File: src/rtl/pipe_stage_skid.sv
// pipe_stage_skid: generic elastic pipeline register with a 2-entry skid buffer.
//
// Carries a payload bus and a control bus between pipeline stages using a
// valid/ready handshake. in_ready is registered, so there is no combinational
// path from out_ready to in_ready. A synchronous flush turns all held beats into
// bubbles whose control bits are zero.
//
// Optional feature (macro PIPE_STAGE_STALL_CNT_EN): adds the stall_cnt output, a
// saturating count of edges where out_valid=1 and out_ready=0. Only rst clears it.
//
// Ports:
//   clk, rst             clock (rising edge), asynchronous active-high reset
//   flush                synchronous flush, discards all held beats
//   in_valid/in_ready    upstream handshake (in_ready registered)
//   in_data/in_ctrl      upstream payload and control bits
//   out_valid/out_ready  downstream handshake
//   out_data/out_ctrl    head entry payload/control (ctrl zero when not valid)
//   occupancy            number of held beats, 0..2
//   stall_cnt            backpressure counter (PIPE_STAGE_STALL_CNT_EN only)
module pipe_stage_skid #(
  parameter int unsigned DATA_W            = 32,
  parameter int unsigned CTRL_W            = 9,
  parameter int unsigned CLR_DATA_ON_FLUSH = 0
`ifdef PIPE_STAGE_STALL_CNT_EN
  ,
  parameter int unsigned CNT_W             = 16
`endif
) (
  input  logic              clk,
  input  logic              rst,
  input  logic              flush,
  input  logic              in_valid,
  output logic              in_ready,
  input  logic [DATA_W-1:0] in_data,
  input  logic [CTRL_W-1:0] in_ctrl,
  output logic              out_valid,
  input  logic              out_ready,
  output logic [DATA_W-1:0] out_data,
  output logic [CTRL_W-1:0] out_ctrl,
  output logic [1:0]        occupancy
`ifdef PIPE_STAGE_STALL_CNT_EN
  ,
  output logic [CNT_W-1:0]  stall_cnt
`endif
);

  logic              h_valid_q, h_valid_d;
  logic              s_valid_q, s_valid_d;
  logic [DATA_W-1:0] h_data_q, h_data_d;
  logic [DATA_W-1:0] s_data_q, s_data_d;
  logic [CTRL_W-1:0] h_ctrl_q, h_ctrl_d;
  logic [CTRL_W-1:0] s_ctrl_q, s_ctrl_d;
  logic              in_ready_q, in_ready_d;

  logic accept;
  logic drain;

  assign accept = in_valid & in_ready_q;
  assign drain  = h_valid_q & out_ready;

  always_comb begin
    h_valid_d = h_valid_q;
    s_valid_d = s_valid_q;
    h_data_d  = h_data_q;
    s_data_d  = s_data_q;
    h_ctrl_d  = h_ctrl_q;
    s_ctrl_d  = s_ctrl_q;

    if (flush) begin
      h_valid_d = 1'b0;
      s_valid_d = 1'b0;
      h_ctrl_d  = '0;
      s_ctrl_d  = '0;
      if (CLR_DATA_ON_FLUSH != 0) begin
        h_data_d = '0;
        s_data_d = '0;
      end
    end else if (!h_valid_q) begin
      // Empty: S cannot be valid without H.
      if (accept) begin
        h_valid_d = 1'b1;
        h_data_d  = in_data;
        h_ctrl_d  = in_ctrl;
      end
    end else if (!s_valid_q) begin
      if (accept && drain) begin
        h_data_d = in_data;
        h_ctrl_d = in_ctrl;
      end else if (accept) begin
        s_valid_d = 1'b1;
        s_data_d  = in_data;
        s_ctrl_d  = in_ctrl;
      end else if (drain) begin
        h_valid_d = 1'b0;
      end
    end else if (drain) begin
      // Full: in_ready is low so only the S-to-H move can happen.
      h_data_d  = s_data_q;
      h_ctrl_d  = s_ctrl_q;
      s_valid_d = 1'b0;
    end

    in_ready_d = ~s_valid_d;
  end

  always_ff @(posedge clk or posedge rst) begin
    if (rst) begin
      h_valid_q  <= 1'b0;
      s_valid_q  <= 1'b0;
      h_data_q   <= '0;
      s_data_q   <= '0;
      h_ctrl_q   <= '0;
      s_ctrl_q   <= '0;
      in_ready_q <= 1'b0;
    end else begin
      h_valid_q  <= h_valid_d;
      s_valid_q  <= s_valid_d;
      h_data_q   <= h_data_d;
      s_data_q   <= s_data_d;
      h_ctrl_q   <= h_ctrl_d;
      s_ctrl_q   <= s_ctrl_d;
      in_ready_q <= in_ready_d;
    end
  end

  assign in_ready  = in_ready_q;
  assign out_valid = h_valid_q;
  assign out_data  = h_data_q;
  assign out_ctrl  = h_ctrl_q & {CTRL_W{h_valid_q}};
  assign occupancy = {1'b0, h_valid_q} + {1'b0, s_valid_q};

`ifdef PIPE_STAGE_STALL_CNT_EN
  logic [CNT_W-1:0] stall_cnt_q, stall_cnt_d;

  always_comb begin
    stall_cnt_d = stall_cnt_q;
    if (h_valid_q && !out_ready && (stall_cnt_q != {CNT_W{1'b1}})) begin
      stall_cnt_d = stall_cnt_q + 1'b1;
    end
  end

  always_ff @(posedge clk or posedge rst) begin
    if (rst) begin
      stall_cnt_q <= '0;
    end else begin
      stall_cnt_q <= stall_cnt_d;
    end
  end

  assign stall_cnt = stall_cnt_q;
`endif

endmodule

File: config.mk
export PLATFORM = sky130hd
export DESIGN_NAME = pipe_stage_skid
export DESIGN_NICKNAME = d
export VERILOG_FILES = /design/src/rtl/pipe_stage_skid.sv
export SDC_FILE = /design/constraint.sdc
export NUM_CORES = 1
export LEC_CHECK = 0
export ABC_AREA = 0
export CORE_MARGIN = 1
export CORE_UTILIZATION = 60
export DETAILED_ROUTE_END_ITERATION = 7
export DONT_BUFFER_PORTS = 1
export PLACE_DENSITY = 0.8
export SKIP_LAST_GASP = 1
export SLEW_MARGIN = 5
export SYNTH_ARGS = -nofsm -noshare
export SYNTH_HDL_FRONTEND = slang
export SYNTH_SLANG_ARGS = --single-unit
File: constraint.sdc
create_clock -name clk -period 3.71 [get_ports clk]
set_input_delay 0.742 -clock clk [delete_from_list [all_inputs] [get_ports clk]]
set_output_delay 0.742 -clock clk [all_outputs]
set_load 0.005 [all_outputs]
# Word level (Yosys, flattened, before mapping)
# Cells that the tools add are included.
classes:
  n_addsub: 1
  eq_ne: 6
  n_mux: 26
  bitwise_logic: 7
  n_reduce_logical: 9
op_table:
  columns: ["op", "count"]
  rows:
  - ["two-way mux 32 bit", 5]
  - ["two-way mux 9 bit", 10]
  - ["two-way mux 1 bit", 11]
  - ["AND 9 bit", 1]
  - ["AND reduction 4 bit", 2]
  - ["nonzero test 2 bit", 3]
  - ["AND reduction 5 bit", 1]
  - ["inequality test 2 bit, second input constant", 2]
  - ["inequality test 4 x 2 -> 1 bit, second input constant", 1]
  - ["inequality test 4 x 3 -> 1 bit, second input constant", 1]
  - ["NOT 1 bit", 4]
  - ["inequality test 3 x 1 -> 1 bit, second input constant", 1]
  - ["inequality test 3 x 2 -> 1 bit, second input constant", 1]
  - ["AND reduction 3 bit", 1]
  - ["nonzero test 3 bit", 1]
  - ["adder 1 x 1 -> 2 bit", 1]
  - ["AND 1 bit", 2]
  - ["logical AND 1 bit", 1]
word_totals:
  regBits: 85
  input_bits: 46
  out_inout_bits: 45
  wordCells: 56

# Longest topological paths before layout
# Gate-level depths: netlist of the first run.
depth:
  depth_word: 7
  ltp_mapped: 6
  mapped_depth_nobuf: 5

# Worst setup path after synthesis of the first run
# OpenSTA, ideal clock, no wires.
synth_timing:
  path_kind: "input to register"
  from: "in flush"
  to: "reg s_data_q[30]"
  setup_ps: 128
  arrival_ps: 1816
  t_required_ps: 3582
  slack_ps: 1766
  path_stages: 4
  path_buffers: 2
  cell_sequence: "clkbuf_1 -> nor4_4 -> buf_2 -> mux2_1"
synth_via:
  elab_chain_len: 2
synth_rtl:
  columns: ["item", "line_no", "source"]
  rows:
  - ["from (decl)", "31", "input logic flush,"]
  - ["NOT 1 bit (no line)", null, null]
  - ["AND reduction 5 bit (no line)", null, null]
  - ["to (signal assigned)", "119", "s_data_q <= s_data_d;"]
  - ["to (decl)", "50", "logic [DATA_W-1:0] s_data_q, s_data_d;"]
# No other way between the ends.
# A chain may end at the register's enable or synchronous reset.

# Worst setup path after layout of the first run
layout_timing:
  from: "reg h_valid_q (netlist: out_valid)"
  to: "reg h_data_q[20] (netlist: out_data[20])"
layout_via:
  elab_chain_len: 4
  word_cells_on_any_way: 7
  cone_classes: "eq/ne (2); mux (1); bitwise (1); reduce/logical (3)"
layout_rtl:
  columns: ["item", "line_no", "source"]
  rows:
  - ["from (decl)", "47", "logic h_valid_q, h_valid_d;"]
  - ["from (signal assigned)", "116", "h_valid_q <= h_valid_d;"]
  - ["AND 1 bit", "59", "assign drain = h_valid_q & out_ready;"]
  - ["logical AND 1 bit", "86", "if (accept && drain) begin"]
  - ["inequality test 3 x 1 -> 1 bit (no line)", null, null]
  - ["AND reduction 4 bit (no line)", null, null]
  - ["to (signal assigned)", "118", "h_data_q <= h_data_d;"]
  - ["to (decl)", "49", "logic [DATA_W-1:0] h_data_q, h_data_d;"]
# Parallel ways exist; a longest one is shown, timed or not.

==> flow_summary.toml, run 1 <==
[clock_tree]
cts_setup_buffers = 0
cts_sinks = 85
postCtsHoldBufs = 0
htreeDepth = 3
tritoncts = "done"
cts_resized = 0
path_clk_slew_ps = 80
clk_latency_ps = 350
cts-root-buf = "clkbuf_8"
cts_inserted_buffers = 9
clk_path_buf_depth = 2

[detailed_routing]
via_per_inst = 6.041
drt_iter0_markers = 98
ant_nets = 0
firstDrtPassIters = 4
wl_per_cell_um = 19.65
dr_wl_met3_um = 501
via_count = 2078
wirelength_mm = 6.758
wl_met2_mm = 3.111
drc = 0
met1Wirelength_mm = 3.030
routed.top_layer = "met4"

[placement]
place.gp.congestion = 0.7040
port_buffers = 0
dp_hpwl_mm = 4.290

[power]
powerDensity_nw_per_um2 = 573.7
p_leak_nw = 1.983
ir_drop_uv = 329.1

[floorplan]
ioPinCount = 91
die_w_um = 83.04
core_area_um2 = 6350
start_util_pct = 62.05
num_rows = 29
die_h_um = 83.04
die-area_um2 = 6895

[synthesis]
synth_compound_area_share_pct = 5.462
synthTopCellsByArea = "dfrtp_1 54%, mux2_2 18%, mux2_4 11%, mux2i_1 2.3%, a22o_1 2.2%"
synth.most_common_cell = "dfrtp_1"
yosysTopAreaCellShare_pct = 53.99
yosysWarnings = 0
synth-xor-area-share_pct = 0
synth-adder-area-share_pct = 0.6351
seq_area_frac_synth_pct = 53.99
syn-num-nets = 314
synth_cell_types = 30
yosysTopAreaCell = "dfrtp_1"
synth_common_cells = "85 x dfrtp_1, 63 x mux2_2, 30 x mux2_4"
synth_edf_count = 0
synth_mux_area_share_pct = 32.58
yosys.area_share.simple_pct = 3.779
avgSynthCellArea_um2 = 14.81
synth_top_family_by_area = "multiplexers"
ys_ff_latch = 85
syn_inst = 266
ys.flop_type = "dfrtp_1"
syn_area_um2 = 3940
async_reset_ff_share_pct = 100.0

[sta]
clock.fmax_ghz = 0.4371
post-route-min-period_ps = 2288
hold_viol = 0
worst_pin_slew_ps = 975.1
slew_violations = 0
hold_ws_ps = 455.0
max_slew_margin_pct = 34.76
finalSetupTns_ps = 0
rsz0062_at_grt = "false"
skew_ps = 14.67
min_period_over_period_pct = 61.66
setup_viol = 0

[global_routing]
grt_usage_pct = 21.67
grt_pass1_vias = 2235
antenna_found_initial = 0
grt_pass1_wl_mm = 11.60
grt_max_degree = 58
gr-total-overflow = 0

[layout]
area_delta_synth_final_pct = 6.288
antenna_cells = 0
layout-drive-gt1-share_pct = 43.82
fin_nets = 311

[setup_path]
cp-start-kind = "register"
critPathCaptureType = "register"
worstPathRequired_ps = 3950
worstSetupPathType = "register to register"
worstPathArrival_ps = 2530
worstPathMaxFanout = 32

[job]
max-cap-violations = 0

[run_status]
outcome = "complete, no violations"

[min_path]
hold_class = "input pin to asynchronous set/reset pin"
area by class of cell:
class / count / area (µm²)
Inverter: 5 / 20.02
Multi-Input combinational cell: 159 / 1675
Sequential cell: 85 / 2127
Tap cell: 77 / 96.34
Clock buffer: 11 / 151.4
Fill cell: 468 / 2162
Clock inverter: 4 / 95.09
Timing Repair Buffer: 3 / 22.52
placed cells by master, fill, tap and decap left out, types with 2 or more instances in the layout:
| cell | instances |
|---|---|
| buf_4 | 3 |
| and2_1 | 9 |
| nand2b_1 | 2 |
| inv_1 | 4 |
| ha_1 | 2 |
| dfrtp_1 | 85 |
| clkbuf_8 | 11 |
| mux2i_1 | 9 |
| a22o_1 | 10 |
| mux2_1 | 3 |
| o31ai_1 | 9 |
| nand2_1 | 9 |
| nand2_2 | 2 |
| bufinv_16 | 3 |
| mux2_4 | 30 |
| mux2_2 | 63 |
| clkinv_2 | 2 |
registers in the layout, indices dropped and copies added, names as in the netlist:
name and count:
h_ctrl_q 9, s_valid_q 1, out_data 32, in_ready 1, s_data_q 32, s_ctrl_q 9
out_valid 1
cells by family (layout without fill, tap and decap cells):
logic type | after synthesis | after routing
simple gates | 26 | 26
buf+inv | 22 | 23
fa+ha+maj | 2 | 2
compound gates | 26 | 26
flops | 85 | 85
mux | 105 | 105
power by group:
group | internal, W | switching, W
Combinational | 0.000232 | 0.000113
Clock | 0.000480 | 0.000315
Sequential | 0.00113 | 0.000135
Total | 0.00184 | 0.000563
per-stage QoR:
step | util (%) | std cells | setup slack, ps | power [W] | instance area [µm²]
after floorplan | - | 266 | 774.5 | 0.001563 | 3940
after global routing | 65.95 | 344 | 1218 | 0.002520 | 4188
after detailed placement | 62.07 | 329 | 1377 | 0.001632 | 3941
final | 65.95 | 344 | 1422 | 0.002403 | 4188
after global placement | 62.07 | 329 | 1457 | 0.001608 | 3941
after CTS | 65.95 | 344 | 1368 | 0.002426 | 4188
worst paths after layout:
path                                         startpoint                  endpoint  slack (ps)  depth (start not counted)
worst max-delay path                out_valid$_DFF_PP0_  out_data[20]$_DFFE_PP0P_        1420                          5
worst min-delay path                                rst  s_data_q[19]$_DFFE_PP0P_         460                          1
worst max register to register      out_valid$_DFF_PP0_  out_data[20]$_DFFE_PP0P_        1420                          5
worst min register to register  h_ctrl_q[4]$_DFFE_PP0P_   h_ctrl_q[4]$_DFFE_PP0P_         480                          2
max in group asynchronous                           rst        in_ready$_DFF_PP0_        2330                          2
min in group clk                                  flush       out_valid$_DFF_PP0_         460                          1
routing by layer:
metal	up-vias	track usage, %
met5	-	0
met3	11	7.455
met2	61	30.85
met4	0	9.875
li1	942	-
met1	1064	30.09
worst max-delay path: stages (launching register included):
cell	delay (ps)
dfrtp_1	690
ha_1	310
nand2b_1	70
a2bb2oi_1	180
a211o_4	500
mux2_2	400
(Power assumes the default switching activity.)
==> run 2, diff against run 1 <==
==> constraint.sdc (replaced) <==
create_clock -name clk -period 2.4 [get_ports clk]
set_input_delay 0.48 -clock clk [delete_from_list [all_inputs] [get_ports clk]]
set_output_delay 0.48 -clock clk [all_outputs]
set_load 0.005 [all_outputs]
==> run 2 against run 1 <==
Routed wire length grew 0.25%. Count of clock-buffer cells in the layout is 2 lower. Clock power increased by 9.8%. Total power increased by 40%. Worst hold slack worse by 360 ps. Flip-flop and latch count unchanged. Sequential share of layout area is essentially flat. Die area unchanged. First-iteration DRC count is 45% lower. Critical path depth rose by 1. Critical path type unchanged. Highest routed layer unchanged.
==> flow_summary.toml, run 2 (synthesized netlist as in run 1, its figures left out) <==
[run_status]
outcome = "complete, no violations"

[global_routing]
grt_pass1_vias = 2196
use_met1_pct = 27.80
gr-total-overflow = 0
grt_pass1_wl_mm = 11.28
grt_max_degree = 42
antenna_found_initial = 0
use_met3_pct = 9.046
grt.busiest_layer = "met2"
grt_usage_pct = 20.97
gr-usage-met2_pct = 31.22

[placement]
port_buffers = 0
place.gp.congestion = 0.7184
dp_hpwl_mm = 4.323
place_inst = 333

[detailed_routing]
via_count = 2100
wirelength_mm = 6.775
wl_per_cell_um = 19.41
drt_iter0_markers = 54
firstDrtPassIters = 4
ant_nets = 0
drc = 0
via_per_inst = 6.017

[power]
p_leak_nw = 1.985
powerDensity_nw_per_um2 = 804.4
ir_drop_uv = 502.2

[clock_tree]
cts-root-buf = "clkbuf_8"
cts_sinks = 85
path_clk_slew_ps = 80
clk_latency_ps = 350
postCtsHoldBufs = 0
clk_path_buf_depth = 2
cts_resized = 0
cts_setup_buffers = 0
htreeDepth = 3
cts_inserted_buffers = 9
tritoncts = "done"

[layout]
layout-drive-gt1-share_pct = 44.85
antenna_cells = 0
n_fill_cell = 462
multi_input_area_um2 = 1675
fin_nets = 315
seq_area_um2 = 2127
final_cells = 349
final_common_cell = "dfrtp_1"
layout_common_cells = "85 x dfrtp_1, 63 x mux2_2, 30 x mux2_4"
area_delta_synth_final_pct = 6.351

[sta]
skew_ps = 11.40
hold_viol = 0
rsz0062_at_grt = "false"
setup_viol = 0
min_period_over_period_pct = 85.20
slew_violations = 0
finalSetupTns_ps = 0
worst_pin_slew_ps = 679.6
max_slew_margin_pct = 54.69
clock.fmax_ghz = 0.4891
post-route-min-period_ps = 2045

[setup_path]
cpPeakStageDelay_ps = 530
cpMaxStageDelayCell = "dfrtp_1"
r2r_setup_slack_ps = 360
worstPathMaxFanout = 23
reg2reg_depth = 6
worstPathRequired_ps = 2630
cp-start-kind = "register"
crit_chain = "ha_1 > nand2b_1 > a2bb2oi_1 > a211o_4 > buf_12 > mux2_2"
worstPathArrival_ps = 2280
critPathCaptureType = "register"
worstSetupPathType = "register to register"

[floorplan]
ioPinCount = 91
die_w_um = 83.04
core_area_um2 = 6350
start_util_pct = 62.05
die_h_um = 83.04
num_rows = 29
die-area_um2 = 6895

[min_path]
hold_class = "input pin to asynchronous set/reset pin"

[job]
max-cap-violations = 0
[run 2: final cells by class]
cell class                 count  area share [%]
multi-input combinational    159           39.98
clock inverter                 7           1.015
inverter                       5          0.5375
sequential                    85           50.76
timing repair buffer           7           2.448
clock buffer                   9           2.956
tap                           77           2.299
[run 2: power breakdown]
part	total, W	leakage, nW	switching [W]	internal [W]
clock	0.000872	0.0925	0.000502	0.000370
sequential	0.00195	1.05	0.000202	0.00174
combinational	0.000553	0.845	0.000182	0.000371
[run 2: final timing paths]
| kind | from | endpoint |
|---|---|---|
| hold reg to reg | h_ctrl_q[8]$_DFFE_PP0P_ | h_ctrl_q[8]$_DFFE_PP0P_ |
| min in group clk | flush | out_valid$_DFF_PP0_ |
| setup / recovery | s_valid_q$_DFF_PP0_ | out_data[20]$_DFFE_PP0P_ |
| hold / removal | rst | h_ctrl_q[4]$_DFFE_PP0P_ |
| max in group asynchronous | rst | out_data[7]$_DFFE_PP0P_ |
| setup reg to reg | s_valid_q$_DFF_PP0_ | out_data[20]$_DFFE_PP0P_ |
[run 2: layer usage]
| metal | vias to the layer above | wire length [µm] |
|---|---|---|
| met5 | - | 0 |
| met3 | 8 | 513 |
| met1 | 1067 | 3157 |
| met4 | 0 | 80 |
| met2 | 69 | 3023 |
| li1 | 956 | - |
[run 2: stage by stage]
step	cell area (µm²)	hold slack, ps	setup WS (ps)	power [W]	util (%)
after floorplan	3944	440.2	685.4	0.002416	-
after global placement	4024	452.8	403.9	0.002502	63.37
after detailed placement	4024	459.1	373.6	0.002537	63.37
after CTS	4190	98.47	352.2	0.003414	65.99
after global routing	4190	124.0	272.1	0.003550	65.99
final	4190	95.28	355.3	0.003371	65.99
[run 2: worst max-delay path: cells and delay by family, from the launching register on]
kind	cells	cell delay, ps
buf+inv	1	250
compound gates	2	440
mux	1	350
flops	1	530
simple gates	1	70
fa+ha+maj	1	280
==> run 3, diff against run 2 <==
==> constraint.sdc (replaced) <==
create_clock -name clk -period 2.1 [get_ports clk]
set_input_delay 0.42 -clock clk [delete_from_list [all_inputs] [get_ports clk]]
set_output_delay 0.42 -clock clk [all_outputs]
set_load 0.005 [all_outputs]
==> run 3 against run 2 <==
Combinational power rose by 18%. Sequential share of layout area is 1.1 points lower. First-iteration DRC count grew to 2.6 times the previous value. Clock skew down 1.7 ps. Critical path type unchanged. Critical endpoint is now out_data[22]$_DFFE_PP0P_. Largest cell class unchanged. Highest routed layer unchanged.
==> flow_summary.toml, run 3 (synthesized netlist as in run 1, its figures left out) <==
[layout]
final_cells = 352
layout_common_cells = "85 x dfrtp_1, 63 x mux2_2, 30 x mux2_4"
final_common_cell = "dfrtp_1"
final_util_pct = 67.47
fin_nets = 318
layout-drive-gt1-share_pct = 45.09
area_delta_synth_final_pct = 8.733
n_fill_cell = 432
antenna_cells = 0

[detailed_routing]
firstDrtPassIters = 4
via_per_inst = 6.080
ant_nets = 0
drc = 0
drt_iter0_markers = 138
via_count = 2140
wirelength_mm = 7.086
wl_per_cell_um = 20.13

[setup_path]
worstPathMaxFanout = 17
worstPathRequired_ps = 2330
cp-start-kind = "register"
worstSetupPathType = "register to register"
worstPathArrival_ps = 2070
critPathCaptureType = "register"

[sta]
slew_violations = 0
setup_viol = 0
hold_ws_ps = 70.77
clock.fmax_ghz = 0.5431
finalSetupTns_ps = 0
worst_pin_slew_ps = 654.0
rsz0062_at_grt = "false"
skew_ps = 9.675
min_period_over_period_pct = 87.68
max_slew_margin_pct = 56.24
post-route-min-period_ps = 1841
hold_viol = 0

[clock_tree]
cts_inserted_buffers = 9
tritoncts = "done"
cts-root-buf = "clkbuf_8"
cts_setup_buffers = 0
cts_resized = 0
htreeDepth = 3
path_clk_slew_ps = 80
clk_path_buf_depth = 2
cts_sinks = 85
postCtsHoldBufs = 0
clk_latency_ps = 350

[job]
max-cap-violations = 0

[floorplan]
num_rows = 29
ioPinCount = 91
core_area_um2 = 6350
start_util_pct = 62.05
die_w_um = 83.04
die-area_um2 = 6895
die_h_um = 83.04

[power]
sw_frac_of_total_pct = 24.27
switchingPower_w = 0.001013
combPwrFrac_pct = 15.6
powerDensity_nw_per_um2 = 974.1
p_seq_share_pct = 53.5
p_leak_nw = 2.030
p_int_w = 0.003160
clockPowerShare_pct = 30.9
ir_drop_uv = 520.9

[global_routing]
grt_usage_pct = 22.02
grt_pass1_wl_mm = 11.78
grt_max_degree = 86
grt_pass1_vias = 2259
antenna_found_initial = 0
gr-total-overflow = 0

[run_status]
outcome = "complete, no violations"

[placement]
place.gp.congestion = 0.7201
port_buffers = 0
place_inst = 336
dp_hpwl_mm = 4.534

[min_path]
hold_class = "input pin to asynchronous set/reset pin"
## run 3: cell count changes in the layout (fill, tap and decap cells not counted), sizes merged
cell    change
clkbuf      +3
clkinv      -5
bufinv      +2
buf         +3
## run 3: metal layers
metal | track usage, % | vias to the layer above | part of all wire, %
met5 | 0 | - | 0
met4 | 7.994 | 0 | 1.4
met3 | 6.859 | 9 | 6.4
met2 | 34.80 | 66 | 48
met1 | 28.77 | 1108 | 44
li1 | - | 957 | -
## run 3: metrics by stage
step / total power (W) / instance area [µm²] / setup slack [ps]
global route: 0.004376 / 4284 / 183.4
global placement: 0.002871 / 4059 / 319.2
floorplan: 0.002761 / 3944 / 385.4
detailed placement: 0.002927 / 4059 / 270.8
finish: 0.004173 / 4284 / 258.8
CTS: 0.004216 / 4284 / 266.8
## run 3: path summary, 6_finish.rpt
| check | startpoint | to | slack (ps) | cells past startpoint |
|---|---|---|---|---|
| hold / removal | rst | h_ctrl_q[1]$_DFFE_PP0P_ | 70 | 2 |
| hold reg to reg | h_ctrl_q[4]$_DFFE_PP0P_ | h_ctrl_q[4]$_DFFE_PP0P_ | 470 | 2 |
| setup reg to reg | s_valid_q$_DFF_PP0_ | out_data[22]$_DFFE_PP0P_ | 260 | 6 |
| setup / recovery | s_valid_q$_DFF_PP0_ | out_data[22]$_DFFE_PP0P_ | 260 | 6 |
| min in group clk | flush | out_valid$_DFF_PP0_ | 140 | 1 |
| max in group asynchronous | rst | s_data_q[28]$_DFFE_PP0P_ | 1690 | 2 |
## run 3: power groups by stage
stage               Sequential (W)  Combinational (W)  Clock [W]
floorplan                  0.00218           0.000581          0
global placement           0.00224           0.000629          0
CTS                        0.00224           0.000661    0.00132
detailed placement         0.00226           0.000665          0
global route               0.00228           0.000704    0.00139
finish                     0.00223           0.000650    0.00129
## run 3: final cells by class
class | instances | area, µm² | share of cell area, %
clock buffers | 12 | 155.1 | 3.621
clock inverters | 4 | 70.07 | 1.636
inverters | 5 | 22.52 | 0.5257
multi-input cells | 159 | 1675 | 39.11
flip-flops and latches | 85 | 2127 | 49.65
well taps | 77 | 96.34 | 2.249
repair buffers | 10 | 137.6 | 3.213
## run 3: worst max-delay path, cell delays in order (launching register included)
cell and delay (ps):
dfrtp_1 430, buf_4 170, inv_1 50, ha_1 190, a211o_4 390, buf_12 190
mux2_4 300
